==> src/rtl/voice_cmd_pkg.sv <==
// Shared constants, command codes, state encoding and header packing for the voice command bus.
// The optional pacing build (VOICE_CMD_TX_PACE_EN) adds the TX_GAP state.
package voice_cmd_pkg;

    typedef enum logic [3:0] {
        NOP          = 4'd0,
        SET_CMD      = 4'd1,
        TOGGLE_VC    = 4'd2,
        SET_FREQ_CMD = 4'd3
    } cmd_kind_e;

    localparam int unsigned SET_LEN   = 56;
    localparam int unsigned FREQ_LEN  = 6;
    localparam int unsigned FREQ_BASE = 56;

    typedef enum logic [1:0] {
        TX_IDLE = 2'd0,
        TX_HDR  = 2'd1,
        TX_PAY  = 2'd2
`ifdef VOICE_CMD_TX_PACE_EN
        , TX_GAP = 2'd3
`endif
    } tx_state_e;

    function automatic logic [31:0] pack_header(input logic [3:0] kind, input logic [7:0] voices);
        return {4'h0, kind, voices, 16'h0000};
    endfunction

endpackage

==> src/rtl/voice_cmd_tx.sv <==
// Voice command bus transmitter: header word then payload words streamed from the parameter RAM.
// Define VOICE_CMD_TX_PACE_EN to add the `gap` input and idle cycles after every emitted word.
module voice_cmd_tx
    import voice_cmd_pkg::*;
#(
    parameter int PRM_AW = 6
) (
    input  logic              clk37,
    input  logic              rst_n,
    input  logic              req_valid,
    output logic              req_ready,
    input  logic [3:0]        req_kind,
    input  logic [7:0]        req_voices,
`ifdef VOICE_CMD_TX_PACE_EN
    input  logic [7:0]        gap,
`endif
    output logic [PRM_AW-1:0] prm_addr,
    input  logic [31:0]       prm_data,
    output logic [31:0]       cmd_data,
    output logic              cmd_data_valid,
    output logic              cmd_lock,
    output logic              busy
);

    tx_state_e         r_state, w_state;
    logic              r_ready, w_ready;
    logic              r_busy;
    logic              r_valid, w_valid;
    logic [31:0]       r_data, w_data;
    logic              r_lock, w_lock;
    logic [PRM_AW-1:0] r_addr, w_addr;
    logic [5:0]        r_cnt, w_cnt;
    logic [5:0]        r_len, w_len;
    logic              r_in_pay, w_in_pay;
    logic              w_adv;
    logic              w_last;
    logic              w_accept;
    logic              w_hdr_ok;
    logic [5:0]        w_sel_len;
    logic [PRM_AW-1:0] w_sel_base;
`ifdef VOICE_CMD_TX_PACE_EN
    logic [7:0]        r_gap, w_gap;
    logic [7:0]        r_gcnt, w_gcnt;
`endif

    // r_ready is only ever high in IDLE, so it doubles as the accept gate.
    assign w_accept = req_valid && r_ready;
    // r_cnt indexes the payload word last put on the bus; r_len of 0 means header-only.
    assign w_last   = r_in_pay ? (r_cnt == (r_len - 6'd1)) : (r_len == 6'd0);

    // Request decode: frame length, RAM base address and whether a header is sent at all.
    always_comb begin
        w_hdr_ok   = 1'b0;
        w_sel_len  = 6'd0;
        w_sel_base = {PRM_AW{1'b0}};
        case (req_kind)
            SET_CMD: begin
                w_hdr_ok  = (req_voices != 8'h00);
                w_sel_len = 6'(SET_LEN);
            end
            SET_FREQ_CMD: begin
                w_hdr_ok   = (req_voices != 8'h00);
                w_sel_len  = 6'(FREQ_LEN);
                w_sel_base = PRM_AW'(FREQ_BASE);
            end
            TOGGLE_VC: begin
                w_hdr_ok = 1'b1;
            end
            default: begin
                w_hdr_ok = 1'b0;
            end
        endcase
    end

    // Next-state and next-output logic; prm_data is sampled on the edge after prm_addr is driven.
    always_comb begin
        w_state  = r_state;
        w_ready  = r_ready;
        w_valid  = 1'b0;
        w_data   = r_data;
        w_lock   = 1'b1;
        w_addr   = r_addr;
        w_cnt    = r_cnt;
        w_len    = r_len;
        w_in_pay = r_in_pay;
        w_adv    = 1'b0;
`ifdef VOICE_CMD_TX_PACE_EN
        w_gap    = r_gap;
        w_gcnt   = r_gcnt;
`endif
        case (r_state)
            TX_IDLE: begin
                if (w_accept) begin
                    w_ready  = 1'b0;
                    w_cnt    = 6'd0;
                    w_in_pay = 1'b0;
                    w_len    = w_sel_len;
                    w_addr   = w_sel_base;
`ifdef VOICE_CMD_TX_PACE_EN
                    w_gap    = gap;
`endif
                    if (w_hdr_ok) begin
                        w_state = TX_HDR;
                        w_valid = 1'b1;
                        w_data  = pack_header(req_kind, req_voices);
                        w_lock  = 1'b0;
                    end else begin
                        w_state = TX_IDLE;
                    end
                end else begin
                    w_ready = 1'b1;
                end
            end
            TX_HDR, TX_PAY: begin
`ifdef VOICE_CMD_TX_PACE_EN
                if (r_gap != 8'd0) begin
                    w_state = TX_GAP;
                    w_gcnt  = r_gap - 8'd1;
                end else begin
                    w_adv = 1'b1;
                end
`else
                w_adv = 1'b1;
`endif
            end
`ifdef VOICE_CMD_TX_PACE_EN
            TX_GAP: begin
                if (r_gcnt != 8'd0) begin
                    w_gcnt = r_gcnt - 8'd1;
                end else begin
                    w_adv = 1'b1;
                end
            end
`endif
            default: begin
                w_state = TX_IDLE;
                w_ready = 1'b1;
            end
        endcase

        if (w_adv) begin
            if (w_last) begin
                w_state = TX_IDLE;
                w_ready = 1'b1;
            end else begin
                w_state  = TX_PAY;
                w_valid  = 1'b1;
                w_data   = prm_data;
                w_in_pay = 1'b1;
                w_addr   = r_addr + {{(PRM_AW-1){1'b0}}, 1'b1};
                w_cnt    = r_in_pay ? (r_cnt + 6'd1) : r_cnt;
            end
        end else begin
            w_state = w_state;
        end
    end

    // State and output registers.
    always_ff @(posedge clk37 or negedge rst_n) begin
        if (!rst_n) begin
            r_state  <= TX_IDLE;
            r_ready  <= 1'b1;
            r_busy   <= 1'b0;
            r_valid  <= 1'b0;
            r_data   <= 32'h0000_0000;
            r_lock   <= 1'b1;
            r_addr   <= {PRM_AW{1'b0}};
            r_cnt    <= 6'd0;
            r_len    <= 6'd0;
            r_in_pay <= 1'b0;
`ifdef VOICE_CMD_TX_PACE_EN
            r_gap    <= 8'd0;
            r_gcnt   <= 8'd0;
`endif
        end else begin
            r_state  <= w_state;
            r_ready  <= w_ready;
            r_busy   <= !w_ready;
            r_valid  <= w_valid;
            r_data   <= w_data;
            r_lock   <= w_lock;
            r_addr   <= w_addr;
            r_cnt    <= w_cnt;
            r_len    <= w_len;
            r_in_pay <= w_in_pay;
`ifdef VOICE_CMD_TX_PACE_EN
            r_gap    <= w_gap;
            r_gcnt   <= w_gcnt;
`endif
        end
    end

    assign req_ready      = r_ready;
    assign busy           = r_busy;
    assign cmd_data_valid = r_valid;
    assign cmd_data       = r_data;
    assign cmd_lock       = r_lock;
    assign prm_addr       = r_addr;

endmodule

==> config.mk <==
export PLATFORM = sky130hd
export DESIGN_NAME = voice_cmd_tx
export DESIGN_NICKNAME = d
export VERILOG_FILES = /design/src/rtl/voice_cmd_pkg.sv /design/src/rtl/voice_cmd_tx.sv
export SDC_FILE = /design/constraint.sdc
export NUM_CORES = 1
export LEC_CHECK = 0
export CAP_MARGIN = 20
export CELL_PAD_IN_SITES_DETAIL_PLACEMENT = 0
export CELL_PAD_IN_SITES_GLOBAL_PLACEMENT = 2
export CORE_UTILIZATION = 28
export CTS_BUF_LIST = sky130_fd_sc_hd__clkbuf_8 sky130_fd_sc_hd__clkbuf_16
export DETAILED_ROUTE_END_ITERATION = 7
export GPL_ROUTABILITY_DRIVEN = 0
export PLACE_DENSITY_LB_ADDON = 0.1
export SLEW_MARGIN = 20
export SYNTH_ARGS = -nofsm -noshare
export SYNTH_HDL_FRONTEND = slang
export SYNTH_SLANG_ARGS = --single-unit
==> constraint.sdc <==
create_clock -name clk37 -period 6 [get_ports clk37]
set_input_delay 1.5 -clock clk37 [delete_from_list [all_inputs] [get_ports clk37]]
set_output_delay 1.5 -clock clk37 [all_outputs]
set_load 0.1 [all_outputs]
==> summary.md, run 1 <==
| Metric | Value |
|---|---|
| Fin nets | 402 |
| Crit-path cells | clkdlybuf4s50_1 > nand3_2 > nor4_4 > nand2_4 > a221oi_1 > nor2_1 |
| Layout area overhead | 42.5% |
| Post-DR wirelength/cell | 15.0 um |
| Setup-failing EPs final | 0 |
| Synth Area in Simple Gates | 0.265 |
| Drt total wl | just under 7000 um |
| Post-Syn Area | 2510 um^2 |
| CP peak stage delay | about 680 ps |
| P_sw | roughly 1200 uW |
| Pwr/cell area | 585 nW/um^2 |
| Crit path time final | 3690 ps |
| Critical path startpoint category | input pin |
| GR Overflow Total | 0 |
| Leak | roughly 0.0016 uW |
| Final period util | 0.616 |
| Worst slew pin tran | about 1000 ps |
| Crit path buf inv count | 1 |
| Post-route insts no fill | 458 |
| Yosys reg bits | 53 |
| Via count | around 2200 |
| Setup Buffers After CTS | 0 |
| Worst Setup Slack, final | 2310 ps |
| CP top delay family | simple AND/OR/NAND/NOR gates |
| Adder-cell share of the synthesized area | 0.0299 |
| CTS resizes | 0 |
| Clock skew | just over 7 ps |
| Maxcap violations | 0 |
| Vias in the first global route | about 2300 |
| Post-synth EDFFs | 0 |
| Seq/Total Area, Yosys | 0.530 |
| Synth Area in Compound Gates | 0.107 |
| Slew Limit Fails | 0 |
| Hold Buf Count CTS | 0 |
| Iter 0 DRT Violations | 50 |
| RSZ-0062 raised after global routing | false |
| H-tree depth | 2 |
| Yosys top cell by area | dfrtp_1 |
| Largest net degree at the start of global routing | 54 |
| Port bufs | between 80 and 90 |
| Initial Util | 0.289 |
| Hold Path Class | flip-flop to flip-flop |
| Fillers | just over 900 |
| Critical path class | input pin to flip-flop |
| F_max | 0.271 GHz |
| TritonCTS clock tree | yes |
| Clk network pwr share | 0.102 |
| YS warnings | 0 |
| I/O pin count | between 80 and 90 |
| # rows | 34 |
| Worst EP required | 6190 ps |
| Root buf cell | clkbuf_8 |
| Clk buf depth | 2 |
| Design Area, Final | 3580 um^2 |
| Outcome | complete, no violations |
| First-pass iteration count of the detailed router | 6 |
| TritonCTS buffer count | 5 |
| Via/cell ratio | 4.81 |
| DP Worst Slack | between 1500 and 2000 ps |
| Normalized max-slew margin | 0.324 |
| Critical-path top delay cell | nor4_4 |
| Syn avg cell area | 9.43 um^2 |
| Clk Latency, worst-skew pair | slightly above 300 ps |
| Crit Path Max Fanout | 34 |
| Arrival @ worst endpoint | 3880 ps |
| First-pass GRT wire length | between 10000 and 15000 um |
| Post-Syn Instances | 266 |
| Power share of the sequential group | 0.265 |
| Final TNS setup | 0 ps |
| Die Width | approximately 97 um |
| Part of the power in combinational logic | 0.633 |
| Final hold vios | 0 |
| Synth top area cells | dfrtp_1 51%, nand2_1 8.7%, nand3_1 6.8%, nor2_1 3.3%, ha_1 3.0% |
| Share of post-route cells with drive strength above 1 | 0.0514 |
| Synth top area share | 0.509 |
| Clock Pin Slew Worst Setup and Hold Paths | 100 ps |
| Placed cells | 449 |
| # diodes | 0 |
| Max VDD drop | 307 uV |
| Ys async rst share | 1.00 |
| Post-synthesis mux area share | 0.00848 |
| Core Area | 8680 um^2 |
| Largest family of logic cells by synthesized area | simple AND/OR/NAND/NOR gates |
| Die Ht | 96.7 um |
| Die Area | slightly above 9000 um^2 |
| Leading register cell type out of synthesis | dfrtp_1 |
| Total GRT Usage | 0.153 |
| DRT antenna net count | 0 |
| Sw frac | 0.576 |
| Clk sink count | 53 |
| Post-detail-place hpwl | ~4600 um |
| CP Capture Type | flip-flop |
| Initial antenna violation count | 0 |
| Pint | 888 uW |
| Post-Synth XOR/XNOR Area | 0.0140 |
| Cell Area, Placed | around 3500 um^2 |
| Mapped Nets | ~320 |
| DRC violations left | 0 |
| Post-synth cell types | 42 |
## layout make-up
class                   instances  area (um^2)  share of cell area
multi-input cells             191         1080               0.301
flip-flops and latches         53         1330               0.372
inverters                       8         30.0             0.00840
clock inverters                 2         11.3             0.00315
well taps                     108          135              0.0378
clock buffers                   6         82.6              0.0231
repair buffers                 90          911               0.255
## synth_stat cells, types with 3 or more instances
library cell and count:
o21ai_0 7, inv_1 8, and2_1 3, clkbuf_1 4, buf_4 3, a21oi_1 9
or3_1 5, a221oi_1 8, dfrtp_1 51, buf_2 4, nor3_1 3, o2111ai_1 3
nand4_1 3, ha_1 6, nand2_1 58, nand3_1 34, nor2_1 22
## flip-flops by register name, indices dropped and copies added (netlist names)
register / count
r_in_pay: 1
r_len: 2
cmd_lock: 1
busy: 1
cmd_data: 32
cmd_data_valid: 1
r_state: 2
prm_addr: 6
r_cnt: 6
req_ready: 1
## metrics by stage
stage,util,hold slack [ps],power (uW)
2_1_floorplan,-,450,1560
3_3_place_gp,0.398,468,1880
3_5_place_dp,0.398,487,1890
4_1_cts,0.409,509,2110
5_1_grt,0.412,526,2190
6_report,0.412,504,2090
## worst paths after layout
path	end	slack, ps	startpoint	cells after the start
max reg2reg	prm_addr[3]	3250	r_len[4]	7
min in group asynchronous	prm_addr[4]	1300	rst_n	2
min reg2reg	r_len[4]	500	r_len[4]	2
max	cmd_data[19]	2310	req_valid	6
min	r_len[4]	500	r_len[4]	2
max in group asynchronous	cmd_data[3]	4220	rst_n	2
## placed cells by master (no fill, tap or decap), types with 2 or more instances in the layout
cell type        netlist  final
clkdlybuf4s50_1        0     87
nand2_1               58     58
nor3b_1                2      2
a211o_1                2      2
xor2_1                 2      2
or3_1                  5      5
inv_1                  8      9
o21ai_0                7      7
nand2b_1               2      2
and3_1                 2      2
nor4_1                 2      2
nor3_1                 3      3
a21oi_1                9      8
nand4_1                3      3
xnor2_1                2      2
dfstp_2                2      2
a21boi_0               2      2
dfrtp_1               51     51
nor2_1                22     22
nand3_1               34     34
clkbuf_8               0      6
ha_1                   6      6
and2_1                 3      3
o2111ai_1              3      3
a221oi_1               8      8
## per-layer routing
layer / global-route usage / share of wire
met1: 0.192 / 0.45
met5: 0 / 0
met4: 0.0413 / 0.0064
met2: 0.253 / 0.48
met3: 0.0499 / 0.065
## tightest hold or removal path, stage by stage (launching register included)
cell	delay (ps)
dfrtp_1	360
nand2_1	50
o21ai_0	60
## power by group through the flow
stage                     logic [uW]  registers [uW]  clock network (uW)
after global placement          1320             562                   0
after detailed placement        1330             558                   0
final                           1330             555                 213
after CTS                       1330             556                 224
after global routing            1390             573                 236
after floorplan                  258            1300                   0
## logic make-up (layout without fill, tap and decap cells)
logic type | Yosys count | in the layout
flops | 53 | 53
simple gates | 141 | 141
mux | 2 | 2
xor+xnor | 4 | 4
fa+ha+maj | 6 | 6
compound gates | 38 | 38
buf+inv | 22 | 106
Power figures use the tool's default switching activity.
==> run 2: changes to the inputs <==
--- a/config.mk
+++ b/config.mk
@@ -8,7 +8,7 @@
 export CAP_MARGIN = 20
 export CELL_PAD_IN_SITES_DETAIL_PLACEMENT = 0
 export CELL_PAD_IN_SITES_GLOBAL_PLACEMENT = 2
-export CORE_UTILIZATION = 28
+export CORE_UTILIZATION = 26
 export CTS_BUF_LIST = sky130_fd_sc_hd__clkbuf_8 sky130_fd_sc_hd__clkbuf_16
 export DETAILED_ROUTE_END_ITERATION = 7
 export GPL_ROUTABILITY_DRIVEN = 0
==> constraint.sdc (replaced) <==
create_clock -name clk37 -period 3.7 [get_ports clk37]
set_input_delay 0.925 -clock clk37 [delete_from_list [all_inputs] [get_ports clk37]]
set_output_delay 0.925 -clock clk37 [all_outputs]
set_load 0.1 [all_outputs]
==> run 2 against run 1 <==
Utilization is 2.5 points lower. Via count is 1.1% higher. Die area is 7.5% higher. Sequential power is 62% higher. Clock power is 98% higher. Largest cell class unchanged. Highest routed layer unchanged.
==> summary.md, run 2 (synthesis gave the netlist of run 1 again) <==
| Metric | Value |
|---|---|
| CP Capture Type | output port (was flip-flop) |
| Clock skew | 11.0 ps (was 7.09 ps) |
| CP top delay family | buffers and inverters (was simple AND/OR/NAND/NOR gates) |
| Setup-failing EPs final | 0 (unchanged) |
| TritonCTS clock tree | yes (unchanged) |
| DRT antenna net count | 0 (unchanged) |
| Core utilization of the finished layout | 0.387 (was 0.412) |
| Final hold vios | 0 (unchanged) |
| Clk sink count | 53 (unchanged) |
| Outcome | complete, no violations (unchanged) |
| Crit Path Max Fanout | 2 (was 34) |
| Share of post-route cells with drive strength above 1 | 0.0992 (was 0.0514) |
| Final TNS setup | 0 ps (unchanged) |
| First-pass iteration count of the detailed router | 4 (was 6) |
| Clk buf depth | 2 (unchanged) |
| Maxcap violations | 0 (unchanged) |
| Setup Buffers After CTS | 0 (unchanged) |
| Die Ht | 100 um (was 96.7 um) |
| Max reg flops | 32 (unchanged) |
| Largest net degree at the start of global routing | 35 (was 54) |
| Hold Buf Count CTS | 0 (unchanged) |
| CP peak stage delay | 1140 ps (was 680 ps) |
| Crit path buf inv count | 1 (unchanged) |
| Crit path time final | 2770 ps |
| Fin nets | 405 (was 402) |
| Post-DR wirelength/cell | 14.9 um (was 15.0 um) |
| Arrival @ worst endpoint | 1850 ps (was 3880 ps) |
| Critical path startpoint category | flip-flop (was input pin) |
| Drt total wl | 7170 um (was 6850 um) |
| Iter 0 DRT Violations | 95 (was 50) |
| Crit-path cells | clkdlybuf4s50_1 (was clkdlybuf4s50_1 > nand3_2 > nor4_4 > nand2_4 > a221oi_1 > nor2_1) |
| Clock Pin Slew Worst Setup and Hold Paths | 100 ps (about the same) |
| Slew Limit Fails | 0 (unchanged) |
| Port bufs | 88 (unchanged) |
| F_max | 0.361 GHz |
| DRC violations left | 0 (unchanged) |
| Via count | 2227 (was 2203) |
| CTS resizes | 0 (unchanged) |
| Critical-path top delay cell | clkdlybuf4s50_1 (was nor4_4) |
| Worst slew pin tran | 988 ps (was 1010 ps) |
| H-tree depth | 2 (unchanged) |
| I/O pin count | 89 (unchanged) |
| Final period util | 0.749 |
| Die Width | 100 um (was 96.7 um) |
| Most frequent cells in the layout | 73 x clkdlybuf4s50_1, 58 x nand2_1, 51 x dfrtp_1, 34 x nand3_1, 22 x nor2_1 (was 87 x clkdlybuf4s50_1, 58 x nand2_1, 51 x dfrtp_1, 34 x nand3_1, 22 x nor2_1) |
| Core Area | 9280 um^2 (was 8680 um^2) |
| Commonest non-fill, non-tap cell in the layout | clkdlybuf4s50_1 (unchanged) |
| First-pass GRT wire length | 11800 um (was 11600 um) |
| RSZ-0062 raised after global routing | false (unchanged) |
| Total GRT Usage | 0.153 (about the same) |
| Vias in the first global route | 2251 (was 2259) |
| Hold Path Class | flip-flop to flip-flop (unchanged) |
| Reg2reg setup slack | 1090 ps (was 3250 ps) |
| TritonCTS buffer count | 5 (unchanged) |
| Root buf cell | clkbuf_8 (unchanged) |
| # rows | 35 (was 34) |
| Initial Util | 0.270 (was 0.289) |
| GR Overflow Total | 0 (unchanged) |
| Post-detail-place hpwl | 4940 um (was 4560 um) |
| Layout area overhead | 43.2% (was 42.5%) |
| Normalized max-slew margin | 0.340 (was 0.324) |
| Clk Latency, worst-skew pair | 320 ps (was 310 ps) |
| Worst EP required | 2770 ps (was 6190 ps) |
| Via/cell ratio | 4.62 (was 4.81) |
| Initial antenna violation count | 0 (unchanged) |
| # diodes | 0 (unchanged) |
| Leak | 0.00161 uW (was 0.00158 uW) |
| Max VDD drop | 442 uV (was 307 uV) |
| Die Area | 10000 um^2 (was 9340 um^2) |
| Pwr/cell area | 961 nW/um^2 (was 585 nW/um^2) |
| Critical path class | flip-flop to output port (was input pin to flip-flop) |
run 2: layout make-up:
type / count / area [um^2]
clock buffer: 6 / 82.6
clock inverter: 2 / 33.8
fill: 988 / 5690
inverter: 8 / 30.0
multi-input combinational: 191 / 1080
sequential: 53 / 1330
tap: 129 / 161
timing repair buffer: 93 / 878
run 2: path summary, 6_finish.rpt:
| check | startpoint | to | depth (start not counted) |
|---|---|---|---|
| max in group asynchronous | rst_n | req_ready | 2 |
| max | cmd_data[7] | cmd_data[7] | 1 |
| min reg2reg | r_len[4] | r_len[4] | 2 |
| min | r_len[4] | r_len[4] | 2 |
| max reg2reg | r_len[4] | r_cnt[1] | 8 |
| min in group asynchronous | rst_n | cmd_data[12] | 1 |
run 2: stage by stage:
step	instances	worst slack [ps]	instance area [um^2]	total power, uW	hold WS, ps
5_1_grt	482	774	3590	3630	531
2_1_floorplan	266	1420	2510	2530	450
6_report	482	930	3590	3450	504
4_1_cts	482	922	3590	3490	510
3_3_place_gp	474	765	3480	3060	474
3_5_place_dp	474	744	3480	3060	484
run 2: metal layers:
layer | GRT usage | part of all wire | vias up
li1 | - | - | 1090
met1 | 0.204 | 0.47 | 1066
met2 | 0.238 | 0.45 | 66
met3 | 0.0522 | 0.072 | 5
met4 | 0.0357 | 0.0067 | 0
met5 | 0 | 0 | -
run 2: where the power goes:
| group | switching, uW | leakage, uW | internal [uW] |
|---|---|---|---|
| Combinational | 1630 | 0.000863 | 499 |
| Clock | 203 | 0.0000626 | 218 |
| Sequential | 127 | 0.000689 | 774 |
==> run 3: changes to the inputs <==
--- a/config.mk
+++ b/config.mk
@@ -8,7 +8,7 @@
 export CAP_MARGIN = 20
 export CELL_PAD_IN_SITES_DETAIL_PLACEMENT = 0
 export CELL_PAD_IN_SITES_GLOBAL_PLACEMENT = 2
-export CORE_UTILIZATION = 26
+export CORE_UTILIZATION = 23
 export CTS_BUF_LIST = sky130_fd_sc_hd__clkbuf_8 sky130_fd_sc_hd__clkbuf_16
 export DETAILED_ROUTE_END_ITERATION = 7
 export GPL_ROUTABILITY_DRIVEN = 0
==> constraint.sdc (replaced) <==
create_clock -name clk37 -period 2.52 [get_ports clk37]
set_input_delay 0.63 -clock clk37 [delete_from_list [all_inputs] [get_ports clk37]]
set_output_delay 0.63 -clock clk37 [all_outputs]
set_load 0.1 [all_outputs]
==> run 3 against run 2 <==
Via count hardly changed. Worst hold slack got worse by 290 ps. Global-route usage is 1.5 points lower. Sequential cell count is the same. Clock skew rose by 1.1 ps. Design area is 0.87% higher. Non-clock buffer count up 9. Utilization decreased by 4.1 points. Register-to-register slack worse by 770 ps. Highest routed layer unchanged. Clock power increased by 44%. Combinational power is 46% higher. Sequential share of layout area down 0.32 points.
==> summary.md, run 3 (synthesis gave the netlist of run 1 again) <==
| Metric | Value |
|---|---|
| Via count | 2225 (was 2227) |
| CP peak stage delay | 390 ps (was 1140 ps) |
| Reg2reg end | cmd_data[5] (was r_cnt[1]) |
| Crit path time final | 2200 ps |
| Post-detail-place hpwl | 5390 um (was 4940 um) |
| Clk sink count | 53 (unchanged) |
| First-pass iteration count of the detailed router | 4 (unchanged) |
| Most frequent cells in the layout | 58 x nand2_1, 54 x buf_4, 51 x dfrtp_1, 45 x clkdlybuf4s50_1, 34 x nand3_1 (was 73 x clkdlybuf4s50_1, 58 x nand2_1, 51 x dfrtp_1, 34 x nand3_1, 22 x nor2_1) |
| Worst flop-to-flop path startpoint | r_len[4] (unchanged) |
| Layout area overhead | 44.4% (was 43.2%) |
| Final hold vios | 0 (unchanged) |
| Critical path startpoint category | flip-flop (unchanged) |
| Maxcap violations | 0 (unchanged) |
| Clock Pin Slew Worst Setup and Hold Paths | 100 ps (about the same) |
| Placed cells | 490 (was 474) |
| Slew Limit Fails | 0 (unchanged) |
| Final period util | 0.871 |
| F_max | 0.456 GHz |
| Worst EP required | 2770 ps (about the same) |
| Crit-path cells | inv_1 > ha_1 > or3b_1 > a21boi_1 > a21o_2 > buf_4 > nand3_1 > nand2_1 (was clkdlybuf4s50_1) |
| Via/cell ratio | 4.47 (was 4.62) |
| Total GRT Usage | 0.138 (was 0.153) |
| R2R cell count | 8 (unchanged) |
| # diodes | 0 (unchanged) |
| Max VDD drop | 640 uV (was 442 uV) |
| Core Area | 10500 um^2 (was 9280 um^2) |
| Outcome | complete, no violations (unchanged) |
| GR Overflow Total | 0 (unchanged) |
| Crit Path Max Fanout | 16 (was 2) |
| Die Width | 106 um (was 100 um) |
| Hold Path Class | input pin to async pin (was flip-flop to flip-flop) |
| Initial antenna violation count | 0 (unchanged) |
| I/O pin count | 89 (unchanged) |
| Clk Latency, worst-skew pair | 310 ps (was 320 ps) |
| Worst slew pin tran | 489 ps (was 988 ps) |
| Commonest non-fill, non-tap cell in the layout | nand2_1 (was clkdlybuf4s50_1) |
| Clock skew | 12.0 ps (was 11.0 ps) |
| Die Ht | 106 um (was 100 um) |
| Initial Util | 0.240 (was 0.270) |
| Core utilization of the finished layout | 0.346 (was 0.387) |
| TritonCTS buffer count | 5 (unchanged) |
| Normalized max-slew margin | 0.671 (was 0.340) |
| Fin nets | 414 (was 405) |
| DRC violations left | 0 (unchanged) |
| Post-route insts no fill | 498 (was 482) |
| Largest net degree at the start of global routing | 26 (was 35) |
| Setup-failing EPs final | 0 (unchanged) |
| Final TNS setup | 0 ps (unchanged) |
| Critical path class | flip-flop to flip-flop (was flip-flop to output port) |
| Arrival @ worst endpoint | 2450 ps (was 1850 ps) |
| Iter 0 DRT Violations | 53 (was 95) |
| Post-DR wirelength/cell | 14.9 um (about the same) |
| DRT antenna net count | 0 (unchanged) |
| Critical-path top delay cell | dfrtp_1 (was clkdlybuf4s50_1) |
| Reg2reg setup slack | 320 ps (was 1090 ps) |
| Leak | 0.00171 uW (was 0.00161 uW) |
| RSZ-0062 raised after global routing | false (unchanged) |
| Root buf cell | clkbuf_8 (unchanged) |
| CTS resizes | 0 (unchanged) |
| First-pass GRT wire length | 12000 um (was 11800 um) |
| Max reg flops | 32 (unchanged) |
| Drt total wl | 7410 um (was 7170 um) |
| Hold Buf Count CTS | 0 (unchanged) |
| Clk buf depth | 2 (unchanged) |
| Vias in the first global route | 2253 (was 2251) |
| CP Capture Type | flip-flop (was output port) |
| H-tree depth | 2 (unchanged) |
| Pwr/cell area | 1390 nW/um^2 (was 961 nW/um^2) |
| Setup Buffers After CTS | 0 (unchanged) |
| # rows | 37 (was 35) |
| TritonCTS clock tree | yes (unchanged) |
| Die Area | 11300 um^2 (was 10000 um^2) |
| Share of post-route cells with drive strength above 1 | 0.199 (was 0.0992) |
| Port bufs | 88 (unchanged) |
[run 3: cell count changes in the layout (fill, tap and decap cells not counted), sizes merged]
cell,delta
buf,+37
clkdlybuf4s50,-28
[run 3: worst max-delay path by stage]
stage	from	end	slack, ps
3_3_place_gp	req_valid	prm_addr[5]	210
2_1_floorplan	req_ready	cmd_data[19]	240
3_5_place_dp	req_valid	cmd_data[22]	210
6_report	r_len[4]	cmd_data[5]	320
4_1_cts	r_len[4]	cmd_data[25]	280
5_1_grt	r_len[4]	r_cnt[2]	110
[run 3: final cells by class]
cell class	count	area, um^2
Clock buffer	6	82.6
Timing Repair Buffer	102	901
Multi-Input combinational cell	191	1080
Tap cell	136	170
Inverter	8	30.0
Sequential cell	53	1330
Fill cell	1154	6840
Clock inverter	2	33.8
[run 3: through the flow]
stage	setup WS, ps	cell area (um^2)	power (uW)	hold slack, ps
2_1_floorplan	236	2510	3710	334
3_3_place_gp	214	3510	4490	478
3_5_place_dp	215	3510	4490	478
4_1_cts	277	3620	5120	227
5_1_grt	115	3620	5310	236
6_report	325	3620	5050	219
[run 3: report_power, final]
part | internal (uW) | switching (uW) | leakage (uW)
Sequential | 1140 | 191 | 0.000689
Combinational | 707 | 2410 | 0.000957
Clock | 321 | 287 | 0.0000626
Total | 2160 | 2890 | 0.00171
[run 3: critical path, delay by kind of cell (launching register included)]
family                     cells  cell delay [ps]
AOI/OAI and AO/OA              2              700
and+or+nand+nor                3              510
DFF                            1              390
buffers and inverters          2              370
adders and majority gates      1              160
[run 3: metal layers]
metal | global-route usage | vias to the layer above | part of all wire
met2 | 0.227 | 57 | 0.48
met4 | 0.0382 | 0 | 0.011
li1 | - | 1107 | -
met1 | 0.173 | 1055 | 0.45
met3 | 0.0423 | 6 | 0.061
met5 | 0 | - | 0
